**config.mk**
```make
export PLATFORM = sky130hd
export DESIGN_NAME = wb_regfile_flat
export DESIGN_NICKNAME = d
export VERILOG_FILES = /design/src/rtl/wb_regfile_pkg.sv /design/src/rtl/wb_regfile_if.sv /design/src/rtl/wb_regfile_reg_array.sv /design/src/rtl/wb_regfile.sv /design/src/flat_wrapper.sv
export SDC_FILE = /design/constraint.sdc
export NUM_CORES = 2
export LEC_CHECK = 0
export BUFFER_PORTS_ARGS = -buffer_cell sky130_fd_sc_hd__clkbuf_2
export CORE_UTILIZATION = 63
export CTS_CLUSTER_DIAMETER = 50
export DETAILED_ROUTE_END_ITERATION = 7
export PLACE_DENSITY_LB_ADDON = 0.12
export SLEW_MARGIN = 25
export SYNTH_ARGS = -nofsm -noshare
export SYNTH_HDL_FRONTEND = slang
export SYNTH_SLANG_ARGS = --single-unit
```
**constraint.sdc**
```tcl
create_clock -name clk_i -period 2.55 [get_ports clk_i]
set_clock_uncertainty 0.2 [all_clocks]
set_input_delay 0.3825 -clock clk_i [delete_from_list [all_inputs] [get_ports clk_i]]
set_output_delay 0.3825 -clock clk_i [all_outputs]
set_load 0.02 [all_outputs]
```
**src/rtl/wb_regfile_pkg.sv**
```systemverilog
// rtl/wb_regfile_pkg.sv - shared widths and constants for the write-back stage and register file
package wb_regfile_pkg;

    localparam int DATA_W_DEF = 32;
    localparam int ADDR_W_DEF = 5;
    localparam int CNT_W_DEF  = 32;
    localparam int NUM_REGS   = 32;

    // $0 is hard-wired to zero: writes to it are dropped and reads return 0
    localparam logic [4:0] REG_ZERO = 5'd0;

endpackage

```
**src/rtl/wb_regfile_if.sv**
```systemverilog
// rtl/wb_regfile_if.sv - MEM/WB inputs, ID read ports and forwarding/debug outputs of the write-back stage
interface wb_regfile_if #(
    parameter int DATA_W = 32,
    parameter int ADDR_W = 5,
    parameter int CNT_W  = 32
);

    logic              MemToReg_i;
    logic              RegWrite_i;
    logic [DATA_W-1:0] ReadData_i;
    logic [DATA_W-1:0] immed_i;
    logic [ADDR_W-1:0] RDaddr_i;
    logic [ADDR_W-1:0] RSaddr_i;
    logic [ADDR_W-1:0] RTaddr_i;
    logic [DATA_W-1:0] RSdata_o;
    logic [DATA_W-1:0] RTdata_o;
    logic [DATA_W-1:0] WBdata_o;
    logic              WBvalid_o;
    logic [CNT_W-1:0]  retired_o;

    // Pipeline side: drives MEM/WB values and ID read addresses
    modport master (
        output MemToReg_i, RegWrite_i, ReadData_i, immed_i,
        output RDaddr_i, RSaddr_i, RTaddr_i,
        input  RSdata_o, RTdata_o, WBdata_o, WBvalid_o, retired_o
    );

    // Register file side
    modport slave (
        input  MemToReg_i, RegWrite_i, ReadData_i, immed_i,
        input  RDaddr_i, RSaddr_i, RTaddr_i,
        output RSdata_o, RTdata_o, WBdata_o, WBvalid_o, retired_o
    );

endinterface

```
**src/rtl/wb_regfile_reg_array.sv**
```systemverilog
// rtl/wb_regfile_reg_array.sv - storage for registers 1..N-1 with async clear, one write port, two read ports
module reg_array
    import wb_regfile_pkg::*;
#(
    parameter int DATA_W = DATA_W_DEF,
    parameter int ADDR_W = ADDR_W_DEF
) (
    input  logic              clk_i,
    input  logic              rst_n_i,
    input  logic              we_i,
    input  logic [ADDR_W-1:0] waddr_i,
    input  logic [DATA_W-1:0] wdata_i,
    input  logic [ADDR_W-1:0] raddr_a_i,
    output logic [DATA_W-1:0] rdata_a_o,
    input  logic [ADDR_W-1:0] raddr_b_i,
    output logic [DATA_W-1:0] rdata_b_o
);

    localparam int NUM = 1 << ADDR_W;

    // Entry 0 has no storage at all; it is synthesised as a constant zero on the read side
    logic [DATA_W-1:0] mem_q [1:NUM-1];
    logic [DATA_W-1:0] mem_d [1:NUM-1];

    // Next-state of the array: hold, or load the single write port when enabled and not $0
    always_comb begin
        mem_d = mem_q;
        if (we_i && (waddr_i != ADDR_W'(REG_ZERO))) begin
            mem_d[waddr_i] = wdata_i;
        end
    end

    // Array storage; reset clears every entry immediately, independent of the clock
    always_ff @(posedge clk_i or negedge rst_n_i) begin
        if (!rst_n_i) begin
            for (int i = 1; i < NUM; i++) begin
                mem_q[i] <= '0;
            end
        end else begin
            mem_q <= mem_d;
        end
    end

    // Read port A: combinational, $0 returns zero
    always_comb begin
        rdata_a_o = '0;
        if (raddr_a_i != ADDR_W'(REG_ZERO)) begin
            rdata_a_o = mem_q[raddr_a_i];
        end
    end

    // Read port B: combinational, $0 returns zero
    always_comb begin
        rdata_b_o = '0;
        if (raddr_b_i != ADDR_W'(REG_ZERO)) begin
            rdata_b_o = mem_q[raddr_b_i];
        end
    end

endmodule

```
**src/rtl/wb_regfile.sv**
```systemverilog
// rtl/wb_regfile.sv - write-back mux, register file commit/read and retired-write counter (option: WB_REGFILE_BYPASS_EN)
module wb_regfile
    import wb_regfile_pkg::*;
#(
    parameter int DATA_W = DATA_W_DEF,
    parameter int ADDR_W = ADDR_W_DEF,
    parameter int CNT_W  = CNT_W_DEF
) (
    input  logic        clk_i,
    input  logic        rst_n_i,
    wb_regfile_if.slave bus
);

    logic [DATA_W-1:0] wb_data;
    logic              wb_valid;
    logic [DATA_W-1:0] rs_arr;
    logic [DATA_W-1:0] rt_arr;
    logic [DATA_W-1:0] rs_data;
    logic [DATA_W-1:0] rt_data;
    logic [CNT_W-1:0]  retired_q;
    logic [CNT_W-1:0]  retired_d;

    // Write-back select and commit qualifier; a write aimed at $0 is not a commit
    always_comb begin
        wb_data  = bus.MemToReg_i ? bus.ReadData_i : bus.immed_i;
        wb_valid = bus.RegWrite_i && (bus.RDaddr_i != ADDR_W'(REG_ZERO));
    end

    // Counter next value: one step per commit, wrapping naturally at 2^CNT_W
    always_comb begin
        retired_d = retired_q;
        if (wb_valid) begin
            retired_d = retired_q + CNT_W'(1);
        end
    end

    // Committed-write counter register
    always_ff @(posedge clk_i or negedge rst_n_i) begin
        if (!rst_n_i) begin
            retired_q <= '0;
        end else begin
            retired_q <= retired_d;
        end
    end

    reg_array #(
        .DATA_W (DATA_W),
        .ADDR_W (ADDR_W)
    ) u_reg_array (
        .clk_i     (clk_i),
        .rst_n_i   (rst_n_i),
        .we_i      (wb_valid),
        .waddr_i   (bus.RDaddr_i),
        .wdata_i   (wb_data),
        .raddr_a_i (bus.RSaddr_i),
        .rdata_a_o (rs_arr),
        .raddr_b_i (bus.RTaddr_i),
        .rdata_b_o (rt_arr)
    );

`ifdef WB_REGFILE_BYPASS_EN
    // Write-through: an in-flight commit to the addressed register is visible in the same cycle.
    // Gated by reset so the read ports stay at zero while reset is held.
    always_comb begin
        rs_data = rs_arr;
        rt_data = rt_arr;
        if (rst_n_i && wb_valid && (bus.RSaddr_i == bus.RDaddr_i)) begin
            rs_data = wb_data;
        end
        if (rst_n_i && wb_valid && (bus.RTaddr_i == bus.RDaddr_i)) begin
            rt_data = wb_data;
        end
    end
`else
    // No write-through: reads show the array as it stands before the commit edge
    always_comb begin
        rs_data = rs_arr;
        rt_data = rt_arr;
    end
`endif

    assign bus.RSdata_o  = rs_data;
    assign bus.RTdata_o  = rt_data;
    assign bus.WBdata_o  = wb_data;
    assign bus.WBvalid_o = wb_valid;
    assign bus.retired_o = retired_q;

endmodule

```
**src/flat_wrapper.sv**
```systemverilog
// flat-port wrapper written by rule: the top's interface ports become plain ports
module wb_regfile_flat import wb_regfile_pkg::*;
#(
    parameter int DATA_W = DATA_W_DEF,
    parameter int ADDR_W = ADDR_W_DEF,
    parameter int CNT_W  = CNT_W_DEF
)
  (clk_i, rst_n_i, bus_MemToReg_i, bus_RegWrite_i, bus_ReadData_i, bus_immed_i, bus_RDaddr_i, bus_RSaddr_i, bus_RTaddr_i, bus_RSdata_o, bus_RTdata_o, bus_WBdata_o, bus_WBvalid_o, bus_retired_o);
  wb_regfile_if #(.DATA_W(DATA_W), .ADDR_W(ADDR_W), .CNT_W(CNT_W)) bus_i ();
  input  logic clk_i;
  input  logic rst_n_i;
  input wire logic [$bits(bus_i.MemToReg_i)-1:0] bus_MemToReg_i;
  input wire logic [$bits(bus_i.RegWrite_i)-1:0] bus_RegWrite_i;
  input wire logic [$bits(bus_i.ReadData_i)-1:0] bus_ReadData_i;
  input wire logic [$bits(bus_i.immed_i)-1:0] bus_immed_i;
  input wire logic [$bits(bus_i.RDaddr_i)-1:0] bus_RDaddr_i;
  input wire logic [$bits(bus_i.RSaddr_i)-1:0] bus_RSaddr_i;
  input wire logic [$bits(bus_i.RTaddr_i)-1:0] bus_RTaddr_i;
  output wire logic [$bits(bus_i.RSdata_o)-1:0] bus_RSdata_o;
  output wire logic [$bits(bus_i.RTdata_o)-1:0] bus_RTdata_o;
  output wire logic [$bits(bus_i.WBdata_o)-1:0] bus_WBdata_o;
  output wire logic [$bits(bus_i.WBvalid_o)-1:0] bus_WBvalid_o;
  output wire logic [$bits(bus_i.retired_o)-1:0] bus_retired_o;
  assign bus_i.MemToReg_i = bus_MemToReg_i;
  assign bus_i.RegWrite_i = bus_RegWrite_i;
  assign bus_i.ReadData_i = bus_ReadData_i;
  assign bus_i.immed_i = bus_immed_i;
  assign bus_i.RDaddr_i = bus_RDaddr_i;
  assign bus_i.RSaddr_i = bus_RSaddr_i;
  assign bus_i.RTaddr_i = bus_RTaddr_i;
  assign bus_RSdata_o = bus_i.RSdata_o;
  assign bus_RTdata_o = bus_i.RTdata_o;
  assign bus_WBdata_o = bus_i.WBdata_o;
  assign bus_WBvalid_o = bus_i.WBvalid_o;
  assign bus_retired_o = bus_i.retired_o;
  wb_regfile #(.DATA_W(DATA_W), .ADDR_W(ADDR_W), .CNT_W(CNT_W)) u_core (.clk_i(clk_i), .rst_n_i(rst_n_i), .bus(bus_i));
endmodule
```
==> summary.md <==
| Metric | Value |
|---|---|
| Status | `finished, violations left` |
| Failing checks | `setup timing` |
| Largest net degree at the start of global routing | `88` |
| Yosys cell types | `42` |
| Min Hold Slack | `0.0260 ns` |
| Post-Syn Area | `0.0529 mm²` |
| RSZ-0062 raised after global routing | `true` |
| Die area | `0.0852 mm²` |
| Critical Path Sink | `bus_RTdata_o[13]` |
| CTS Buffer Depth | `3` |
| CTS Sinks | `1024` |
| Synthesized flop and latch total | `1024` |
| Final slew viol count | `0` |
| Internal power | `37.5 mW` |
| Switching power | `16.3 mW` |
| # port buffers | `211` |
| Total GRT Usage | `0.413` |
| CP max FO | `3` |
| Switching share of power | `0.303` |
| R2r startpoint | `u_core.bus.retired_o[4]$_DFFE_PN0P_` |
| Area Overhead vs Synth | `21.0%` |
| Post-synth EDFFs | `0` |
| Root buf cell | `clkbuf_16` |
| DR iter-0 viols | `4985` |
| H-tree Lvls | `3` |
| # nets final | `5317` |
| Post-DRT Antenna Nets | `0` |
| Placer congestion estimate | `0.897` |
| Core Region | `0.0826 mm²` |
| WL/cell | `27.2 µm` |
| Setup CP Type | `reg -> out` |
| Commonest non-fill, non-tap cell in the layout | `dfrtp_1` |
| DRC errors left | `0` |
| Hold Vio Cnt, Final | `0` |
| Tot Pwr | `53.8 mW` |
| Die width | `292 µm` |
| Final period util | `1.16` |
| Reg2reg end | `u_core.bus.retired_o[22]$_DFFE_PN0P_` |
| P_leak | `28.2 nW` |
| Syn nets | `4956` |
| Worst EP arrival | `2.38 ns` |
| Max Fclk | `337 MHz` |
| Seq/Total Area, Yosys | `0.484` |
| Critical Path Sink Type | `output pin` |
| Comb power frac | `0.248` |
| Setup crit start | `u_core.u_reg_array.mem_q[365]$_DFFE_PN0P_` |
| # IOs | `212` |
| Max_cap viols | `0` |
| Avg Vias per Cell | `6.82` |
| Slew Limit Headroom | `0.363` |
| DR pass1 iterations | `8` |
| R2R depth | `5` |
| Core Rows | `105` |
| Worst-path clk slew | `0.06 ns` |
| Top cell family by delay on the critical path | `multiplexers` |
| Sequential share of power | `0.422` |
| Worst Max-Slew Pin Slew | `0.956 ns` |
| Routed WL | `174 mm` |
| Final setup fails | `64` |
| Vias | `43688` |
| Initial antenna violation count | `0` |
| TNS Setup | `-18.89 ns` |
| Most used cells in the layout excluding fill and tap cells | `dfrtp_1, nand2_1, nor2_1, a21oi_1, o21ai_0` |
| Worst Hold Class | `in -> reg` |
| First-pass GRT wire length | `265 mm` |
| Die Y | `292 µm` |
| Clock Latency Late Sink | `0.69 ns` |
| CP max stage delay | `0.46 ns` |
| Mapped Avg Cell Area | `10.9 µm²` |
| Placed cells | `6024` |
| Req. time, crit path | `1.97 ns` |
| Critical path buffer and inverter count | `1` |
| Vias in the first global route | `43531` |
| Finished Layout Cells | `6402` |
| Number of synthesis warnings | `0` |
| Worst path slowest cell | `mux4_2` |
| CP Depth | `6` |
| Asr flop ratio synth | `1.00` |
| TritonCTS clock tree | `yes` |
| Worst setup SP type | `flip-flop` |
| Util after Layout | `0.775` |
| Clk pwr share | `0.330` |
| Mapped Cells | `4872` |
| Worst setup margin | `-0.414 ns` |
| R2R Setup Slk | `0.58 ns` |
| Pwr Density | `841 mW/mm²` |
| Antenna cells | `0` |
| HPWL Detailed | `106 mm` |
| Crit path time final | `2.96 ns` |
| Filler Cell Count | `5063` |
| CTS buffer count | `117` |
| Initial Utilization | `0.640` |
| Critical path, cell by cell | `mux4_2 -> mux2i_1 -> nor2_1 -> a21oi_1 -> o221ai_2 -> buf_4` |
| Worst VDD drop | `0.715 mV` |
| Share of post-route cells with drive strength above 1 | `0.305` |
| Overflow left after global routing | `0` |
| Ys flop type | `dfrtp_1` |
layout make-up:
class,instances,area (µm²),share of cell area
multi-input cells,3321,25800,0.403
flip-flops and latches,1024,25600,0.400
repair buffers,734,7040,0.110
clock buffers,159,3330,0.0520
well taps,1070,1340,0.0209
clock inverters,59,771,0.0120
inverters,35,131,0.00205
routing by layer:
| layer | track usage | routed length, µm |
|---|---|---|
| met1 | 0.560 | 64400 |
| met4 | 0.197 | 9450 |
| met2 | 0.628 | 79900 |
| met3 | 0.106 | 20700 |
| met5 | 0 | 0 |
timing repair:
action                     4_1_cts  5_1_grt
gates cloned                     1        1
hold buffers                     7        0
pin swaps                       73       32
setup endpoints to repair       64       64
setup buffers                   92       66
hold endpoints to repair       393        0
gates resized for setup        179       70
power by group through the flow:
stage,sequential [mW],clock (mW),combinational [mW]
floorplan,21.9,0,8.41
detailed placement,22.8,0,11.6
finish,22.7,17.8,13.3
CTS,22.5,17.8,12.7
global route,23.0,18.5,14.4
global placement,22.6,0,11.1
cell families (layout without fill, tap and decap cells):
group / after synthesis / in the layout / share of synthesized area
AO/OA/AOI/OAI: 1345 / 1345 / 0.139
AND/OR/NAND/NOR: 1239 / 1239 / 0.0924
flip-flops: 1024 / 1024 / 0.484
multiplexers: 705 / 705 / 0.234
buffers and inverters: 527 / 987 / 0.0446
XOR/XNOR: 31 / 31 / 0.00513
adder cells (fa/ha/maj): 1 / 1 / 0.000236
how the worst min path moves through the flow:
stage	start	endpoint	slack (ns)	depth (start not counted)
floorplan	rst_n_i	u_core.bus.retired_o[0]$_DFFE_PN0P_	-0.11	0
global placement	rst_n_i	u_core.u_reg_array.mem_q[648]$_DFFE_PN0P_	0.11	1
detailed placement	rst_n_i	u_core.u_reg_array.mem_q[648]$_DFFE_PN0P_	0.12	1
CTS	bus_ReadData_i[29]	u_core.u_reg_array.mem_q[637]$_DFFE_PN0P_	0.008	4
global route	bus_ReadData_i[29]	u_core.u_reg_array.mem_q[221]$_DFFE_PN0P_	0.05	4
finish	bus_ReadData_i[29]	u_core.u_reg_array.mem_q[637]$_DFFE_PN0P_	0.03	4
Yosys cell counts (all sizes together), types with 2 or more instances:
cell / n / area share
dfrtp: 1024 / 0.48
nand2: 604 / 0.043
nor2: 579 / 0.043
a21oi: 576 / 0.054
o21ai: 576 / 0.054
mux4: 416 / 0.18
clkbuf: 316 / 0.022
mux2i: 192 / 0.036
buf: 176 / 0.020
mux2: 97 / 0.021
a22o: 64 / 0.011
a22oi: 64 / 0.0091
o221ai: 64 / 0.011
inv: 35 / 0.0025
xor2: 17 / 0.0028
xnor2: 14 / 0.0023
nand3: 13 / 0.0012
nand4: 11 / 0.0014
nor3: 6 / 0.00066
nor2b: 5 / 0.00059
nand3b: 4 / 0.00057
nor3b: 4 / 0.00076
and4: 3 / 0.00050
and2: 2 / 0.00024
and3: 2 / 0.00024
nand2b: 2 / 0.00024
metrics by stage:
step / setup slack [ns] / cell area, µm²
global route: -0.446 / 64100
floorplan: 0.0958 / 52900
global placement: -0.384 / 57700
finish: -0.414 / 64100
detailed placement: -0.387 / 57700
CTS: -0.414 / 63400
registers in the layout (all words and copies together), names as in the netlist:
| signal | flops |
|---|---|
| u_core.bus.retired_o | 32 |
| u_core.u_reg_array.mem_q | 992 |
tightest hold or removal path: cells and delay by family:
kind	cells	cell delay, ns
buffers and inverters	2	0.27
AO/OA/AOI/OAI	1	0.12
multiplexers	1	0.09
No activity file was read; power rests on OpenSTA's default activity.
